<file path="config.mk">
export PLATFORM = sky130hd
export DESIGN_NAME = bidi_shift_serializer
export DESIGN_NICKNAME = d
export VERILOG_FILES = /design/src/rtl/bidi_shift_serializer.sv
export SDC_FILE = /design/constraint.sdc
export NUM_CORES = 1
export LEC_CHECK = 0
export BUFFER_PORTS_ARGS = -buffer_cell sky130_fd_sc_hd__buf_2
export CORE_AREA = 2 2 39 41
export CTS_CLUSTER_SIZE = 12
export DETAILED_ROUTE_END_ITERATION = 10
export DIE_AREA = 0 0 41 43
export PLACE_DENSITY = 0.72
export SETUP_SLACK_MARGIN = 0.4
export SYNTH_ARGS = -nofsm -noshare
export SYNTH_HDL_FRONTEND = slang
export SYNTH_SLANG_ARGS = --single-unit
</file>
<file path="constraint.sdc">
create_clock -name clk -period 1.4 [get_ports clk]
set_input_delay 0.21 -clock clk [delete_from_list [all_inputs] [get_ports clk]]
set_output_delay 0.21 -clock clk [all_outputs]
set_load 0.01 [all_outputs]
</file>
<file path="src/rtl/bidi_shift_serializer.sv">
// bidi_shift_serializer: 4-bit parallel-to-serial converter, LSB- or MSB-first per word.
// Define SERIALIZER_PARITY_EN to append an even-parity bit (5-bit frame).
module bidi_shift_serializer (
  input  logic       clk,
  input  logic       reset,
  input  logic [3:0] d_in,
  input  logic       load,
  input  logic       shiftR,
  output logic       ready,
  output logic       d_out,
  output logic       sout_valid,
  output logic       done
);

`ifdef SERIALIZER_PARITY_EN
  localparam int FRAME_LEN = 5;
`else
  localparam int FRAME_LEN = 4;
`endif
  localparam int               CNT_W    = $clog2(FRAME_LEN);
  localparam logic [CNT_W-1:0] LAST_IDX = CNT_W'(FRAME_LEN - 1);

  typedef enum logic {IDLE, SHIFT} state_t;

  state_t           state;
  logic [CNT_W-1:0] bit_cnt;   // index of the frame bit currently on d_out
  logic [3:0]       sreg;      // data bits not yet presented
  logic             dir_r;     // captured shiftR: 1 = LSB first
`ifdef SERIALIZER_PARITY_EN
  logic             parity;
`endif
  logic             accept;
  logic             next_bit;

  assign done   = (state == SHIFT) && (bit_cnt == LAST_IDX);
  // ready is gated by reset so it drops immediately on assertion, not at the next edge.
  assign ready  = reset && ((state == IDLE) || done);
  assign accept = load && ready;

  // NOTE: next_bit gets a value on every path first, so no latch is inferred.
  always_comb begin
    next_bit = dir_r ? sreg[0] : sreg[3];
`ifdef SERIALIZER_PARITY_EN
    if (bit_cnt == LAST_IDX - 1'b1) next_bit = parity;
`endif
  end

  // NOTE: all state uses non-blocking assignments so every register samples pre-edge values.
  always_ff @(posedge clk or negedge reset) begin
    if (!reset) begin
      state      <= IDLE;
      bit_cnt    <= '0;
      sreg       <= '0;
      dir_r      <= 1'b0;
      d_out      <= 1'b0;
      sout_valid <= 1'b0;
`ifdef SERIALIZER_PARITY_EN
      parity     <= 1'b0;
`endif
    end else if (accept) begin
      // First bit goes straight to d_out; the rest wait in sreg.
      state      <= SHIFT;
      bit_cnt    <= '0;
      dir_r      <= shiftR;
      d_out      <= shiftR ? d_in[0] : d_in[3];
      sreg       <= shiftR ? {1'b0, d_in[3:1]} : {d_in[2:0], 1'b0};
      sout_valid <= 1'b1;
`ifdef SERIALIZER_PARITY_EN
      parity     <= ^d_in;
`endif
    end else if (state == SHIFT) begin
      if (done) begin
        state      <= IDLE;
        bit_cnt    <= '0;
        sreg       <= '0;
        d_out      <= 1'b0;
        sout_valid <= 1'b0;
      end else begin
        bit_cnt <= bit_cnt + 1'b1;
        d_out   <= next_bit;
        sreg    <= dir_r ? {1'b0, sreg[3:1]} : {sreg[2:0], 1'b0};
      end
    end
  end

endmodule

</file>
== After elaboration in Yosys (flattened, before gate mapping) ==
Index checks and enable logic that the tools add are counted.
Storage, ports and cells
  input bits: 8
  register bits: 10
  word-level logic and storage cells: 35
  output and inout port bits: 4
Cells by class
  multiplexer cells: 19
  equal/unequal tests: 1
  reductions and logical operators: 7
  bitwise operators: 1
  add/subtract/negate cells: 1
Operators with widths (number)
  4-bit two-way mux: 5
  1-bit two-way mux: 11
  2-bit two-way mux: 3
  2-bit nonzero test: 2
  1-bit logical AND: 3
  2-bit by 1-bit adder with 2-bit output (second input constant): 1
  2-bit equality test (second input constant): 1
  2-bit AND reduction: 1
  1-bit logical OR: 1
  1-bit NOT: 1

== Depth between registers and ports, before layout ==
Gate-level depths: netlist (run 1).
  word-level depth: 7
  gate-level depth with buffers: 4
  depth with buffers taken out: 4

== Least setup slack after synthesis (run 1) ==
OpenSTA, ideal clock, no wires.
  path type: register -> register
  from: register bit_cnt[0]
  to: register dir_r
  clock period less this slack: 1.338 ns
  cell stages (with the launch flop): 5
  path slack: 0.062 ns
  arrival: 1.213 ns
  required time: 1.275 ns
  setup time: 0.125 ns
  buffers on the path: 0
  cell sequence: dfrtp_1 > ha_1 > nand2b_2 > nand3_4 > mux2_4
Between the ends
  longest elaborated chain between the ends: 5
Ends and longest elaborated chain
  start, declared: line 26  | logic [CNT_W-1:0] bit_cnt;
  start signal, assigned: line 79  | bit_cnt <= bit_cnt + 1'b1;
  2-bit equality test: line 35  | assign done = (state == SHIFT) && (bit_cnt == LAST_IDX);
  1-bit logical AND: line 35
  1-bit logical OR: line 37  | assign ready = reset && ((state == IDLE) || done);
  1-bit logical AND: line 37
  1-bit logical AND: line 38  | assign accept = load && ready;
  end signal, assigned: line 64  | dir_r <= shiftR;
  end, declared: line 28  | logic dir_r;
Every way passes these cells.
A chain may end at the register's enable or synchronous reset.

== Worst setup path in the final report (run 1) ==
  from: register bit_cnt[1]
  to: output ready
Between the ends
  longest elaborated chain between the ends: 4
Ends and longest elaborated chain
  2-bit equality test: line 35
  1-bit logical AND: line 35
  1-bit logical OR: line 37
  1-bit logical AND: line 37
  end, declared: line 9  | output logic ready,
Every way passes these cells.

==> run metrics, run 1 <==
CP Launch Type flop; Logic pwr share 51.6%; fmax 704 MHz; Sw Share 35.7%; Setup crit end kind output port; Leak 0.394 nW; max_cap viols 0; Worst VDD drop 752 uV; vias per cell between 5 and 6; dpl hpwl roughly 730 um; IO Pins 12; yosys warns 0; part of the power in registers about 33%; clk sink count 10; Clock power frac between 10% and 20%; Layout Cells excl Fill 86; status finished, violations left; Final Hold Viols 0; Cell Count Post-Placement 74; CP max stage delay 380 ps; worst slew pin tran between 200 and 250 ps; CP max FO 2; CP arrival 1210 ps; CTS tree done; slack of the critical path -20.7 ps; Cell Rows 14; final setup TNS -37.4 ps; die span in x 41 um; DR DRC count 0; Cell Pwr Density 2130 mW/mm^2; total CTS buffers 3; global-route wire length before repair 1840 um; CP top delay family flip-flops; Area growth syn-to-layout 43.5%; Max Slew Vio Count 0; Final Util 56.7%; initial core utilization approximately 40%; Tmin final 1420 ps; Worst Path Required 1190 ps; Routed Antenna Nets 0; Worst-Skew Late Latency 260 ps; Yosys reg bits 10; Chip Height 43 um; P_int 1.07 mW; area of the die 0.00176 mm^2; routed wire length 1210 um; max_slew headroom 83.5%; Min-Delay Path Class in -> reg; routed via count 450; register area share after synthesis 45.8%; slowest CP cell dfrtp_1; # port buffers 11; synthesized area between 500 and 600 um^2; synth unique cells 21; Synth Area per Inst 11.6 um^2; Synth Instances 47; pre-CTS setup slack 105 ps; P_sw 0.596 mW; largest net degree at the start of global routing 8; skew final 0.764 ps; CTS Root Cell clkbuf_4; initial drt markers 9; initial antenna violation count 0; RSZ-0062 raised after global routing true; Total GRT Usage 15.9%; H-tree depth 1; CP Class reg -> out; first-pass detailed-route iteration total 4; Congestion Overflow GR 0; DR WL/cell 14.0 um; Core Region 0.00138 mm^2; share of cells above drive strength 1 between 50% and 60%; Final period util 101%; vias in the first global route 436; failing checks negative setup slack; critical path, cell by cell ha_2 > nand2b_4 > and2_4 > buf_6; Layout Nets 80; syn_nets 56; Clock transition at path regs approximately 60 ps; final setup violating endpoints 2; # diodes 0; Clock Path Buffers 2; RD Place Congestion roughly 0.8; CP Buf/Inv Count 1
tightest hold or removal path, delay by kind of cell:
| kind | cells | cell delay [ps] |
|---|---|---|
| AND/OR/NAND/NOR | 1 | 50 |
| buffers and inverters | 1 | 100 |
| multiplexers | 1 | 50 |
what timing repair did:
item | 4_1_cts | 5_1_grt
setup endpoints to repair | 12 | 14
buffers inserted | 7 | 0
hold endpoints to repair | 10 | 0
pin swaps | 4 | 2
hold buffers | 1 | 0
resized for setup | 13 | 3
cloned | 0 | 0
stage by stage:
| step | total power [mW] | instance area, um^2 | hold slack [ps] |
|---|---|---|---|
| global route | 1.79 | 785 | 186 |
| floorplan | 0.953 | 554 | -85.6 |
| detailed placement | 1.12 | 632 | 58.8 |
| finish | 1.67 | 785 | 190 |
| global placement | 1.11 | 632 | 57.6 |
| CTS | 1.62 | 774 | 175 |
Yosys cell counts:
cell type	number	area, um^2
a21oi_1	1	5.00
a22oi_1	2	15.0
a32oi_1	2	17.5
and2_1	2	12.5
and2b_2	1	8.76
and4bb_2	1	12.5
clkbuf_2	1	5.00
dfrtp_1	10	250
ha_1	1	12.5
inv_1	2	7.51
mux2_2	3	33.8
mux2_4	1	15.0
mux2i_1	7	70.1
nand2_1	3	11.3
nand2b_1	1	6.26
nand2b_2	1	8.76
nand3_1	1	5.00
nand3_4	1	17.5
nor2b_1	1	6.26
o21ai_0	4	20.0
o22ai_1	1	6.26
final cells by class:
class	count	area, um^2
Sequential cell	10	251
Timing Repair Buffer	20	149
Tap cell	16	20.0
Inverter	2	7.51
Multi-Input combinational cell	34	320
Fill cell	113	599
Clock buffer	4	36.3
final timing paths:
check                            from    endpoint  slack (ps)  depth (start not counted)
max in group asynchronous       reset       state         610                          3
max                        bit_cnt[1]       ready         -20                          4
max reg2reg                bit_cnt[1]       dir_r          70                          5
min in group asynchronous       reset  bit_cnt[0]         420                          2
min reg2reg                sout_valid  sout_valid         530                          2
min                           d_in[1]     sreg[0]         190                          3
power groups by stage:
stage | combinational (mW) | sequential, mW | clock, mW
2_1_floorplan | 0.412 | 0.540 | 0
3_3_place_gp | 0.557 | 0.551 | 0
3_5_place_dp | 0.565 | 0.554 | 0
4_1_cts | 0.814 | 0.547 | 0.264
5_1_grt | 0.944 | 0.569 | 0.275
6_report | 0.861 | 0.555 | 0.253
registers in the layout, indices dropped and copies added (netlist names):
name / flops
sout_valid: 1
bit_cnt: 2
state: 1
dir_r: 1
d_out: 1
sreg: 4
kinds of logic after synthesis:
family / count (synthesis) / synth area share [%]
AND/OR/NAND/NOR: 12 / 16.2
multiplexers: 11 / 21.7
AO/OA/AOI/OAI: 10 / 11.7
flip-flops: 10 / 45.8
buffers and inverters: 3 / 2.29
adder cells (fa/ha/maj): 1 / 2.29
layer usage:
| layer | GRT usage, % | part of all wire, % |
|---|---|---|
| met1 | 21.3 | 45 |
| met4 | 8.00 | 0 |
| met2 | 23.4 | 50 |
| met3 | 3.14 | 5.6 |
| met5 | 0 | 0 |
placed cells by master, fill, tap and decap left out, drive strengths merged:
master	n
a21oi	1
a22oi	2
a32oi	2
and2	2
and2b	1
and4bb	1
buf	19
clkbuf	4
dfrtp	10
dlygate4sd3	1
ha	1
inv	2
mux2	4
mux2i	7
nand2	3
nand2b	2
nand3	2
nor2b	1
o21ai	4
o22ai	1
Power figures use the tool's default switching activity.
==> run 2, diff against run 1 <==
--- a/config.mk
+++ b/config.mk
@@ -10,8 +10,10 @@
 export CTS_CLUSTER_SIZE = 12
 export DETAILED_ROUTE_END_ITERATION = 10
 export DIE_AREA = 0 0 41 43
-export PLACE_DENSITY = 0.72
+export PLACE_DENSITY = 0.66
 export SETUP_SLACK_MARGIN = 0.4
+export SLEW_MARGIN = 40
 export SYNTH_ARGS = -nofsm -noshare
 export SYNTH_HDL_FRONTEND = slang
 export SYNTH_SLANG_ARGS = --single-unit
+export TNS_END_PERCENT = 1
==> run 2 against run 1 <==
The run still ends with negative setup slack left. Hold slack worse by 7.1 ps. Sequential cell count unchanged. Sequential power about the same. Fmax shrank 0.56%. Utilization is 1.3 points lower. Via count shrank 1.8%. Combinational power fell by 7.0%.
==> run metrics, run 2 (synthesis results as in run 1) <==
status finished, violations left; failing checks negative setup slack; Congestion Overflow GR 0; RSZ-0062 raised after global routing true; largest net degree at the start of global routing 8; vias per cell 5.20; max_slew headroom 80.8%; DR DRC count 0; # diodes 0; placed cell area 632 um^2; Reg2Reg Launch Point bit_cnt[1]; total CTS buffers 3; CP arrival 1220 ps; min-delay src load; reg2reg setup slack 30 ps; Largest regs sreg: 4 flops, bit_cnt: 2 flops; Cell Pwr Density 2110 mW/mm^2; worst slew pin tran a little under 300 ps; max_cap viols 0; global-route wire length before repair 1950 um; Leak 0.386 nW; commonest non-fill, non-tap cell in the layout dfrtp_1; CP max FO 2; max reg flops 4; initial antenna violation count 0; Min-Delay Path Class in -> reg; reg2reg end dir_r; routed wire length between 1000 and 1500 um; most frequent cells in the layout dfrtp_1, buf_2, mux2i_1, buf_4; CTS tree done; skew final 5.49 ps; number of cells on the worst hold path 2; Chip Height 43 um; Core Region 0.00138 mm^2; critical path, cell by cell ha_2 > nand2b_4 > and2_4 > buf_6; initial drt markers 2; fin area 767 um^2; fmax about 700 MHz; dpl hpwl between 700 and 800 um; first-pass detailed-route iteration total 2; cells on worst reg2reg path 5; Final period util 102%; # port buffers 11; Max Slew Vio Count 0; Tmin final 1430 ps; RD Place Congestion a little over 0.8; CP Launch Type flop; CP max stage delay approximately 380 ps; Layout Nets 79; Total GRT Usage 16.3%; Clock transition at path regs 60 ps; Area growth syn-to-layout 40.3%; Final Util 55.4%; area of the die 0.00176 mm^2; routed via count roughly 440; H-tree depth 1; initial core utilization 39.5%; share of cells above drive strength 1 between 50% and 60%; Worst VDD drop 817 uV; largest reg by FF count sreg; slowest CP cell dfrtp_1; Clock Path Buffers 2; CP Class reg -> out; Worst Path Required 1190 ps; clk sink count 10; CTS Root Cell clkbuf_4; hold endpoint bit_cnt[1]; die span in x approximately 41 um; Setup crit end kind output port; DR WL/cell 12.8 um; Cell Rows 14; Worst-Skew Late Latency 270 ps; slack of the critical path -28.7 ps; Routed Antenna Nets 0; final setup violating endpoints 2; Final Hold Viols 0; vias in the first global route about 480; IO Pins 12; final setup TNS -53.5 ps
-- run 2: what timing repair did --
action,CTS,global route
pin swaps,7,8
setup endpoints to repair,11,14
buffers inserted,4,1
hold buffers,2,0
gates resized for setup,12,0
endpoints found under the hold margin,4,0
-- run 2: worst max path at each step --
stage          startpoint  endpoint  slack [ps]  cells past startpoint
2_1_floorplan  bit_cnt[0]     dir_r         180                      4
3_5_place_dp   bit_cnt[0]     dir_r         120                      4
3_3_place_gp   bit_cnt[0]     dir_r         150                      4
4_1_cts        bit_cnt[0]     ready         -50                      4
5_1_grt        bit_cnt[0]     ready         -60                      4
6_report       bit_cnt[1]     ready         -30                      4
-- run 2: layer usage --
metal / share of wire [%] / vias to the layer above / global-route usage [%]
met5: 0 / - / 0
met4: 1.7 / 0 / 8.00
met3: 4.6 / 2 / 3.14
met2: 48 / 13 / 25.6
met1: 46 / 211 / 20.1
li1: - / 216 / -
-- run 2: cell type report --
cell class              count  area, um^2
multi-input cells          34         320
fillers                   116         617
repair buffers             19         133
well taps                  16        20.0
inverters                   2        7.51
flip-flops and latches     10         250
clock buffers               4        36.3
-- run 2: per-stage QoR --
stage                     hold slack (ps)  worst slack, ps  power, mW  cells
after CTS                             180            -50.0       1.59     84
final                                 183            -28.7       1.61     85
after global placement               59.3              145       1.11     74
after global routing                  189            -60.4       1.72     85
after floorplan                     -85.6              182      0.952     47
after detailed placement             61.7              120       1.12     74
-- run 2: worst max-delay path: cells and delay by family (launching register included) --
family,cells,cell delay [ps]
buffers and inverters,1,110
adders and majority gates,1,190
DFF,1,380
and+or+nand+nor,2,280
-- run 2: report_power, final --
| group | leakage, nW | switching [mW] | internal [mW] |
|---|---|---|---|
| combinational | 0.239 | 0.344 | 0.457 |
| clock | 0.0210 | 0.0987 | 0.158 |
| sequential | 0.126 | 0.133 | 0.424 |
